$ cat src/rtl/program_top_pkg.sv
// Shared constants, FSM state type and small datapath helpers for the
// program_top three-task compute engine.
package program_top_pkg;

    localparam logic [7:0] A_ADDR   = 8'd1;
    localparam logic [7:0] B_ADDR   = 8'd2;
    localparam logic [7:0] C_ADDR   = 8'd3;
    localparam logic [7:0] PH_ADDR  = 8'd4;
    localparam logic [7:0] PL_ADDR  = 8'd5;
    localparam logic [7:0] PAT_ADDR = 8'd6;
    localparam logic [7:0] CT_ADDR  = 8'd7;
    localparam logic [7:0] SRCH_LO  = 8'd32;
    localparam logic [7:0] SRCH_HI  = 8'd95;
    localparam logic [7:0] DIST_OUT = 8'd127;
    localparam logic [7:0] DIST_LO  = 8'd128;
    localparam logic [7:0] DIST_HI  = 8'd147;

    typedef enum logic [1:0] {
        S_P1   = 2'd0,
        S_P2   = 2'd1,
        S_P3   = 2'd2,
        S_DONE = 2'd3
    } state_t;

    // True when any of the five 4-bit windows of the byte equals the nibble.
    function automatic logic nib_match(input logic [7:0] b, input logic [3:0] p);
        logic m;
        m = 1'b0;
        for (int s = 0; s < 5; s++) begin
            m = m | (b[s +: 4] == p);
        end
        return m;
    endfunction

    // |x - y| via a 9-bit signed difference; the magnitude always fits 8 bits.
    function automatic logic [7:0] abs_diff(input logic [7:0] x, input logic [7:0] y);
        logic signed [8:0] d;
        logic signed [8:0] n;
        d = $signed({1'b0, x}) - $signed({1'b0, y});
        n = -d;
        if (d < 9'sd0) begin
            return n[7:0];
        end else begin
            return d[7:0];
        end
    endfunction

endpackage

$ cat src/rtl/program_top_dmem.sv
// Single-port 2**AW x DW data memory: combinational read, synchronous write,
// deliberately without reset so contents can be preloaded while the engine is held.
module dmem #(
    parameter int DW = 8,
    parameter int AW = 8
) (
    input  logic          clk,
    input  logic          we_i,
    input  logic [AW-1:0] addr_i,
    input  logic [DW-1:0] wdata_i,
    output logic [DW-1:0] rdata_o
);

    logic [DW-1:0] guts [0:(1<<AW)-1];

    assign rdata_o = guts[addr_i];

    // Synchronous write port.
    always_ff @(posedge clk) begin
        if (we_i) begin
            guts[addr_i] <= wdata_i;
        end
    end

endmodule

$ cat src/rtl/program_top.sv
// Three-task engine (multiply, nibble-pattern count, minimum pair distance)
// over a private data memory. Optional CYCLE_COUNT_EN adds the cycle_ct output.
module program_top
    import program_top_pkg::*;
#(
    parameter int DW = 8,
    parameter int AW = 8
) (
    input  logic        clk,
    input  logic        reset,
    output logic        done
`ifdef CYCLE_COUNT_EN
    ,
    output logic [15:0] cycle_ct
`endif
);

    state_t        state_q, state_d;
    logic [2:0]    phase_q, phase_d;
    logic [15:0]   acc_q, acc_d;
    logic [3:0]    pat_q, pat_d;
    logic [6:0]    cnt_q, cnt_d;
    logic [7:0]    idx_q, idx_d;
    logic [7:0]    j_q, j_d;
    logic [7:0]    hold_q, hold_d;
    logic [7:0]    min_q, min_d;
    logic          done_q, done_d;

    logic [AW-1:0] addr_s;
    logic          we_s;
    logic [DW-1:0] wd_s;
    logic [DW-1:0] rd_s;
    logic [7:0]    dist_s;

    dmem #(.DW(DW), .AW(AW)) dm1 (
        .clk     (clk),
        .we_i    (we_s & reset),
        .addr_i  (addr_s),
        .wdata_i (wd_s),
        .rdata_o (rd_s)
    );

    // State and datapath registers.
    always_ff @(posedge clk or negedge reset) begin
        if (!reset) begin
            state_q <= S_P1;
            phase_q <= 3'd0;
            acc_q   <= 16'h0000;
            pat_q   <= 4'h0;
            cnt_q   <= 7'd0;
            idx_q   <= 8'h00;
            j_q     <= 8'h00;
            hold_q  <= 8'h00;
            min_q   <= 8'hFF;
            done_q  <= 1'b0;
        end else begin
            state_q <= state_d;
            phase_q <= phase_d;
            acc_q   <= acc_d;
            pat_q   <= pat_d;
            cnt_q   <= cnt_d;
            idx_q   <= idx_d;
            j_q     <= j_d;
            hold_q  <= hold_d;
            min_q   <= min_d;
            done_q  <= done_d;
        end
    end

    // Next-state, memory access and datapath update; one memory access per cycle.
    always_comb begin
        state_d = state_q;
        phase_d = phase_q;
        acc_d   = acc_q;
        pat_d   = pat_q;
        cnt_d   = cnt_q;
        idx_d   = idx_q;
        j_d     = j_q;
        hold_d  = hold_q;
        min_d   = min_q;
        done_d  = done_q;
        addr_s  = 8'h00;
        we_s    = 1'b0;
        wd_s    = 8'h00;
        dist_s  = abs_diff(rd_s, hold_q);
        case (state_q)
            S_P1: begin
                case (phase_q)
                    3'd0: begin addr_s = A_ADDR; acc_d = {8'h00, rd_s}; phase_d = 3'd1; end
                    3'd1: begin addr_s = B_ADDR; acc_d = acc_q * {8'h00, rd_s}; phase_d = 3'd2; end
                    3'd2: begin addr_s = C_ADDR; acc_d = acc_q * {8'h00, rd_s}; phase_d = 3'd3; end
                    3'd3: begin addr_s = PH_ADDR; we_s = 1'b1; wd_s = acc_q[15:8]; phase_d = 3'd4; end
                    3'd4: begin
                        addr_s  = PL_ADDR;
                        we_s    = 1'b1;
                        wd_s    = acc_q[7:0];
                        state_d = S_P2;
                        phase_d = 3'd0;
                    end
                    default: phase_d = 3'd0;
                endcase
            end
            S_P2: begin
                case (phase_q)
                    3'd0: begin
                        addr_s  = PAT_ADDR;
                        pat_d   = rd_s[3:0];
                        idx_d   = SRCH_LO;
                        cnt_d   = 7'd0;
                        phase_d = 3'd1;
                    end
                    3'd1: begin
                        addr_s = idx_q;
                        if (nib_match(rd_s, pat_q)) begin
                            cnt_d = cnt_q + 7'd1;
                        end else begin
                            cnt_d = cnt_q;
                        end
                        if (idx_q == SRCH_HI) begin
                            phase_d = 3'd2;
                        end else begin
                            idx_d = idx_q + 8'd1;
                        end
                    end
                    3'd2: begin
                        addr_s  = CT_ADDR;
                        we_s    = 1'b1;
                        wd_s    = {1'b0, cnt_q};
                        state_d = S_P3;
                        phase_d = 3'd0;
                        j_d     = DIST_LO;
                        min_d   = 8'hFF;
                    end
                    default: phase_d = 3'd0;
                endcase
            end
            S_P3: begin
                // Latch element j, then stream every k > j against it.
                case (phase_q)
                    3'd0: begin
                        addr_s  = j_q;
                        hold_d  = rd_s;
                        idx_d   = j_q + 8'd1;
                        phase_d = 3'd1;
                    end
                    3'd1: begin
                        addr_s = idx_q;
                        if (dist_s < min_q) begin
                            min_d = dist_s;
                        end else begin
                            min_d = min_q;
                        end
                        if (idx_q != DIST_HI) begin
                            idx_d = idx_q + 8'd1;
                        end else if (j_q == DIST_HI - 8'd1) begin
                            phase_d = 3'd2;
                        end else begin
                            j_d     = j_q + 8'd1;
                            phase_d = 3'd0;
                        end
                    end
                    3'd2: begin
                        addr_s  = DIST_OUT;
                        we_s    = 1'b1;
                        wd_s    = min_q;
                        state_d = S_DONE;
                        phase_d = 3'd0;
                        done_d  = 1'b1;
                    end
                    default: phase_d = 3'd0;
                endcase
            end
            S_DONE: begin
                done_d = 1'b1;
            end
            default: begin
                state_d = S_P1;
                phase_d = 3'd0;
            end
        endcase
    end

    assign done = done_q;

`ifdef CYCLE_COUNT_EN
    logic [15:0] cyc_q, cyc_d;

    // Run-length counter, frozen once done is registered.
    always_comb begin
        if (done_q) begin
            cyc_d = cyc_q;
        end else begin
            cyc_d = cyc_q + 16'd1;
        end
    end

    // Cycle counter register.
    always_ff @(posedge clk or negedge reset) begin
        if (!reset) begin
            cyc_q <= 16'd0;
        end else begin
            cyc_q <= cyc_d;
        end
    end

    assign cycle_ct = cyc_q;
`endif

endmodule

$ cat config.mk
export PLATFORM = sky130hd
export DESIGN_NAME = program_top
export DESIGN_NICKNAME = d
export VERILOG_FILES = /design/src/rtl/program_top_pkg.sv /design/src/rtl/program_top_dmem.sv /design/src/rtl/program_top.sv
export SDC_FILE = /design/constraint.sdc
export NUM_CORES = 1
export LEC_CHECK = 0
export CORE_UTILIZATION = 66
export CTS_CLUSTER_SIZE = 40
export DETAILED_ROUTE_END_ITERATION = 16
export PLACE_DENSITY = 0.84
export SYNTH_ARGS = -nofsm -noshare
export SYNTH_HDL_FRONTEND = slang
export SYNTH_SLANG_ARGS = --single-unit
$ cat constraint.sdc
create_clock -name clk -period 3.6 [get_ports clk]
set_input_delay 0.72 -clock clk [delete_from_list [all_inputs] [get_ports clk]]
set_output_delay 0.72 -clock clk [all_outputs]
set_load 0.05 [all_outputs]
[After elaboration in Yosys (flattened, before gate mapping)]
Cells that the tools add are included.
Operators by class
  $add $sub $neg: 2
  equal/unequal tests: 22
  muxes and demuxes: 23
  reductions and logical operators: 10
Operator list (number)
  $pmux 8 s2: 4
  $mux 8: 6
  $add 8x1->8 const B: 2
  $ne 3x3->1 const B: 5
  $pmux 3 s2: 2
  $pmux 3 s4: 1
  $reduce_and 5->1: 2
  $pmux 3 s3: 1
  $eq 8x7->1 const B: 1
  $eq 8x8->1 const B: 1
  $mux 2: 4
  $ne 2x2->1 const B: 4
  $ne 8x8->1 const B: 1
  $eq 3x2->1 const B: 2
  $mux 3: 2
  $pmux 2 s3: 1
  $eq 2x2->1 const B: 2
  $ne 2x1->1 const B: 2
  $reduce_and 4->1: 1
  $reduce_bool 2->1: 2
  $eq 3x1->1 const B: 1
  $eq 3x3->1 const B: 1
  $logic_not 3->1: 1
  $ne 3x2->1 const B: 1
  other kinds (7): 7
Word-level totals
  bits in registers: 22
  input bits: 2
  logic and storage cells: 62

[Logic depth before layout (Yosys ltp)]
  depth after elaboration: 5
  gate-level depth with buffers: 9
  mapped depth without buffers: 7

[Worst setup path after synthesis]
Ideal clock, no wire load.
  path type: register to register
  start point: reg state_q[1]
  end point: reg j_q[0]
  library setup time: 0.066 ns
  arrival time: 1.752 ns
  required time: 3.534 ns
  setup slack: 1.782 ns
  stages on the path, launching flop included: 8
  path buffers: 1
  cells stage by stage: dfrtp_1 inv_1 ha_1 clkbuf_1 nor2b_1 nor3_1 a21oi_1 a22o_1
Between the ends
  cells in the longest elaborated chain, start to end: 3
Ends and longest elaborated chain
  from (decl): RTL line program_top.sv:18  | state_t state_q, state_d;
  from (signal assigned): RTL line program_top.sv:57  | state_q <= state_d;
  $eq 2x2->1 / $eq 2x1->1 (equally long branches): RTL line program_top.sv:86  | case (state_q)
  $ne 2x2->1 (no source line) / $reduce_bool 2->1 (equally long branches)
  $reduce_and 5->1 (no source line)
  to (signal assigned): RTL line program_top.sv:63  | j_q <= j_d;
  to (decl): RTL line program_top.sv:24  | logic [7:0] j_q, j_d;
Several ways; a longest one is shown, not always the timed one.
A chain may end at the register's enable or synchronous reset.

[Worst setup path after layout]
  start point: reg state_q[0]
  end point: reg j_q[4]
Same word-level chain as after synthesis.

==> results list <==
* Result of the run: finished, final reports clean
- P per Cell Area: 236 nW/um^2
* Vias/cell: 6.98
- Syn Nets: 191
- Detailed placement finished with a half-perimeter wire length of 2560 um.
- Worst VDD drop: 0.179 mV
- Clock tree from TritonCTS: done
* Total global routing track utilization: 0.308
- Lkg Pwr: 0.675 nW
- Vias in the first global route: 1373
- Worst max-slew margin expressed relative to the limit: 0.342
- For this block, the via count after detailed routing is 1410.
* Number of nets in the final layout: 185
* Minimum hold slack: 0.501 ns
- After synthesis, the share of flip-flops with an asynchronous set or reset is 1.00.
- Fill count: 167
* Number of detailed-routing iterations run before antenna repair: 5
* Count of buffering cells on the critical path with inverters included: 2
- Buffers placed on the I/O ports in this run total 2.
* Family with the most delay on the worst path: adder cells
* Core occupancy in the finished layout: 0.730
* Launching element type of the critical path: flip-flop
- Of the post-synthesis cell area, the dominant cell type holds 0.335.
* Arrival time at the worst endpoint: 2.79 ns
- The share of total power dissipated in combinational logic is 0.014.
- Biggest area contributors in the synthesized netlist: dfrtp_1 33%, ha_1 6.1%, o21ai_0 4.3%
- The first global-routing pass estimated 6130 um of wire.
- Number of hold violations in the final report: 0
- Crit path max-delay cell type: ha_1
* Worst Setup End Kind: flip-flop
* Synth Instances: 181
- The number of antenna violations at the first check in global routing came to 0.
* Yosys warning total: 0
- The synthesized design contains 22 register bits.
- At the end of routability-driven placement, the weighted congestion stood at 0.908.
- Internal cell power: 0.310 mW
* Startpoint-to-endpoint class of the critical path: flip-flop to flip-flop
* Hold Crit Depth: 1
- Post-CTS Hold Buffers: 0
- The largest total area in the synthesized netlist belongs to dfrtp_1.
- Clock latency on the worst-skew pair, taken at its later pin, is 0.31 ns.
- Mean routed wirelength per cell: 17.9 um
* Cell count along the critical path: 6
* Register share of total power: 0.630
* Total negative slack: 0 ns
- Most frequent standard cell in the layout excluding fill and tap cells: dfrtp_1
* Cells along the critical path: inv_1 > ha_1 > clkinv_1 > or4_1 > o21ai_0 > a21o_1
- In this run the power spent charging and discharging nets is 0.0824 mW.
* TritonCTS Sinks: 22
- In this run the remaining antenna-violating nets after routing total 0.
- Hold wc startpoint: done$_DFFE_PN0P_
* Worst reg2reg endpoint: j_q[4]$_DFFE_PN0P_
- Number of instances in the placed design: 198
* Number of buffers on the longest clock path: 2
- Yosys mapped a number of flops with a built-in enable equal to 0.
- In this run, CTS created clock tree buffers numbering 3.
* Clock Tree Root: clkbuf_4
* Height of the die: 51.9 um
- The multi-input combinational cells in the finished layout cover a total of 1000 sq um.
- Based on the critical path, the design can be clocked at up to 0.395 GHz.
* Sw Ratio: 0.210
- Clock input transition at the sequential cells of the worst setup and hold paths: 0.12 ns
* Setup fix buffers added after clock tree synthesis: 0
* Max Transition Viols Final: 0
- For this run, the leading register cell type out of synthesis is dfrtp_1.
- The die covers 2700 sq um.
- The floorplan has 17 rows.
- Number of cell instances on the worst register-to-register path: 6
* Worst-margin pin slew: 0.985 ns
- Across the run, the number of max-cap violations was 0.
- The die is 51.9 um wide.
* Count of different cell masters after synthesis: 50
- Post-layout min period: 2.53 ns
* Setup slack of the worst register-to-register path: 1.07 ns
* Post-Synthesis Mean Instance Area: 9.09 sq um
- DRC violations left: 0
- Compared with the post-synthesis result, the final layout area differs by 0.988%.
- The path class of the tightest hold or removal check is flip-flop to flip-flop.
- The detailed router finished its first iteration with 71 violations.
* Share of final-layout standard cells stronger than drive strength 1: 0.0805
- Core footprint: 2280 sq um
* Pin count of the biggest net entering global routing: 23
- Min-Delay Endpoint: done$_DFFE_PN0P_
- # diodes: 0
- The mapped netlist covers 1650 sq um.
- Most frequent cells in the layout: 22 x dfrtp_1, 16 x nor2_1, 14 x o21ai_0, 12 x nand3_1, 11 x a21oi_1
- Initial cell density of the core: 0.723
* Sequential fraction of the synthesis area: 0.335
- Setup repair after global routing missed its margin: no
- Aggregate global routing overflow: 0
- Num ports: 3
- Clk pwr share: 0.356
- In this run the worst path has a maximum fanout of 17.
- Summing all flip-flop and latch instances after layout gives 551 sq um.
- The largest single stage delay on the critical path is 0.59 ns.
* PostCTS Resize Cnt: 0
- CTS built an H-tree with a depth of 1.
- Launch instance of the worst register-to-register path: state_q[0]$_DFFE_PN0P_
- Final standard cell count with taps included and fillers excluded: 202
- On the final layout, the worst clock skew is 0.00244 ns.
- Dividing the final minimum period by the clock period gives 0.704.
* Total detailed-routing wirelength: 3620 um
* Setup-failing EPs final: 0
* Critical path required time: 3.86 ns
[power by group through the flow]
stage               sequential (mW)  clock [mW]  combinational (mW)
global placement              0.252           0             0.00579
finish                        0.247       0.140             0.00560
floorplan                     0.252           0         0.000000415
detailed placement            0.252           0             0.00600
CTS                           0.247       0.144             0.00605
global route                  0.247       0.150             0.00684
[registers in the layout, summed over array words and instances (netlist names)]
signal,flops
phase_q,3
state_q,2
idx_q,8
j_q,8
done,1
[synthesized netlist by cell type, types with 3 or more instances]
library cell / instances
ha_1: 8
xnor2_1: 5
mux2_2: 3
clkbuf_1: 6
nand4_1: 4
a22o_1: 3
buf_2: 3
a21oi_1: 11
nand3_1: 12
o21ai_0: 14
dfrtp_1: 22
a21o_1: 3
nor3_1: 5
or4_1: 3
nand2_1: 10
and3_1: 3
nor2_1: 16
o31ai_1: 3
inv_1: 4
[layer usage]
layer | global-route usage | wire (um)
met1 | 0.389 | 1560
met5 | 0 | 0
met4 | 0.144 | 65
met2 | 0.506 | 1750
met3 | 0.0497 | 238
[through the flow]
| stage | setup slack [ns] | power [mW] | cell area, sq um |
|---|---|---|---|
| final | 1.07 | 0.392 | 1660 |
| after global routing | 0.854 | 0.404 | 1660 |
| after global placement | 1.29 | 0.258 | 1630 |
| after CTS | 1.11 | 0.397 | 1660 |
| after detailed placement | 1.14 | 0.258 | 1630 |
| after floorplan | 1.78 | 0.252 | 1650 |
[final cells by class]
cell class              instances  share of cell area
multi-input cells             141               0.602
clock buffers                   4              0.0218
flip-flops and latches         22               0.331
repair buffers                  2              0.0120
inverters                       5              0.0113
well taps                      28              0.0211
[worst max-delay path by stage]
stage / from / endpoint / slack (ns)
after global routing: state_q[0]$_DFFE_PN0P_ / j_q[4]$_DFFE_PN0P_ / 0.85
final: state_q[0]$_DFFE_PN0P_ / j_q[4]$_DFFE_PN0P_ / 1.07
after global placement: state_q[0]$_DFFE_PN0P_ / idx_q[7]$_DFFE_PN0P_ / 1.29
after floorplan: state_q[1]$_DFFE_PN0P_ / j_q[0]$_DFFE_PN0P_ / 1.78
after detailed placement: state_q[0]$_DFFE_PN0P_ / j_q[4]$_DFFE_PN0P_ / 1.14
after CTS: state_q[0]$_DFFE_PN0P_ / j_q[4]$_DFFE_PN0P_ / 1.11
[worst register-to-register path, delay by kind of cell, from the launching register on]
kind                     cells  cell delay, ns
buffers and inverters        2            0.53
AO/OA/AOI/OAI                2            0.34
AND/OR/NAND/NOR              1            0.58
flip-flops                   1            0.44
adder cells (fa/ha/maj)      1            0.59
[cells by family (layout without fill, tap and decap cells)]
family                     after synthesis  after routing  synth area share
and+or+nand+nor                         68             68             0.243
buffers and inverters                   18             11            0.0570
DFF                                     22             22             0.335
AOI/OAI and AO/OA                       53             53             0.235
xor gates and xnor gates                 7              7            0.0373
adders and majority gates                8              8            0.0608
muxes                                    5              5            0.0327
Note: power is estimated with default switching activity, not from simulation.
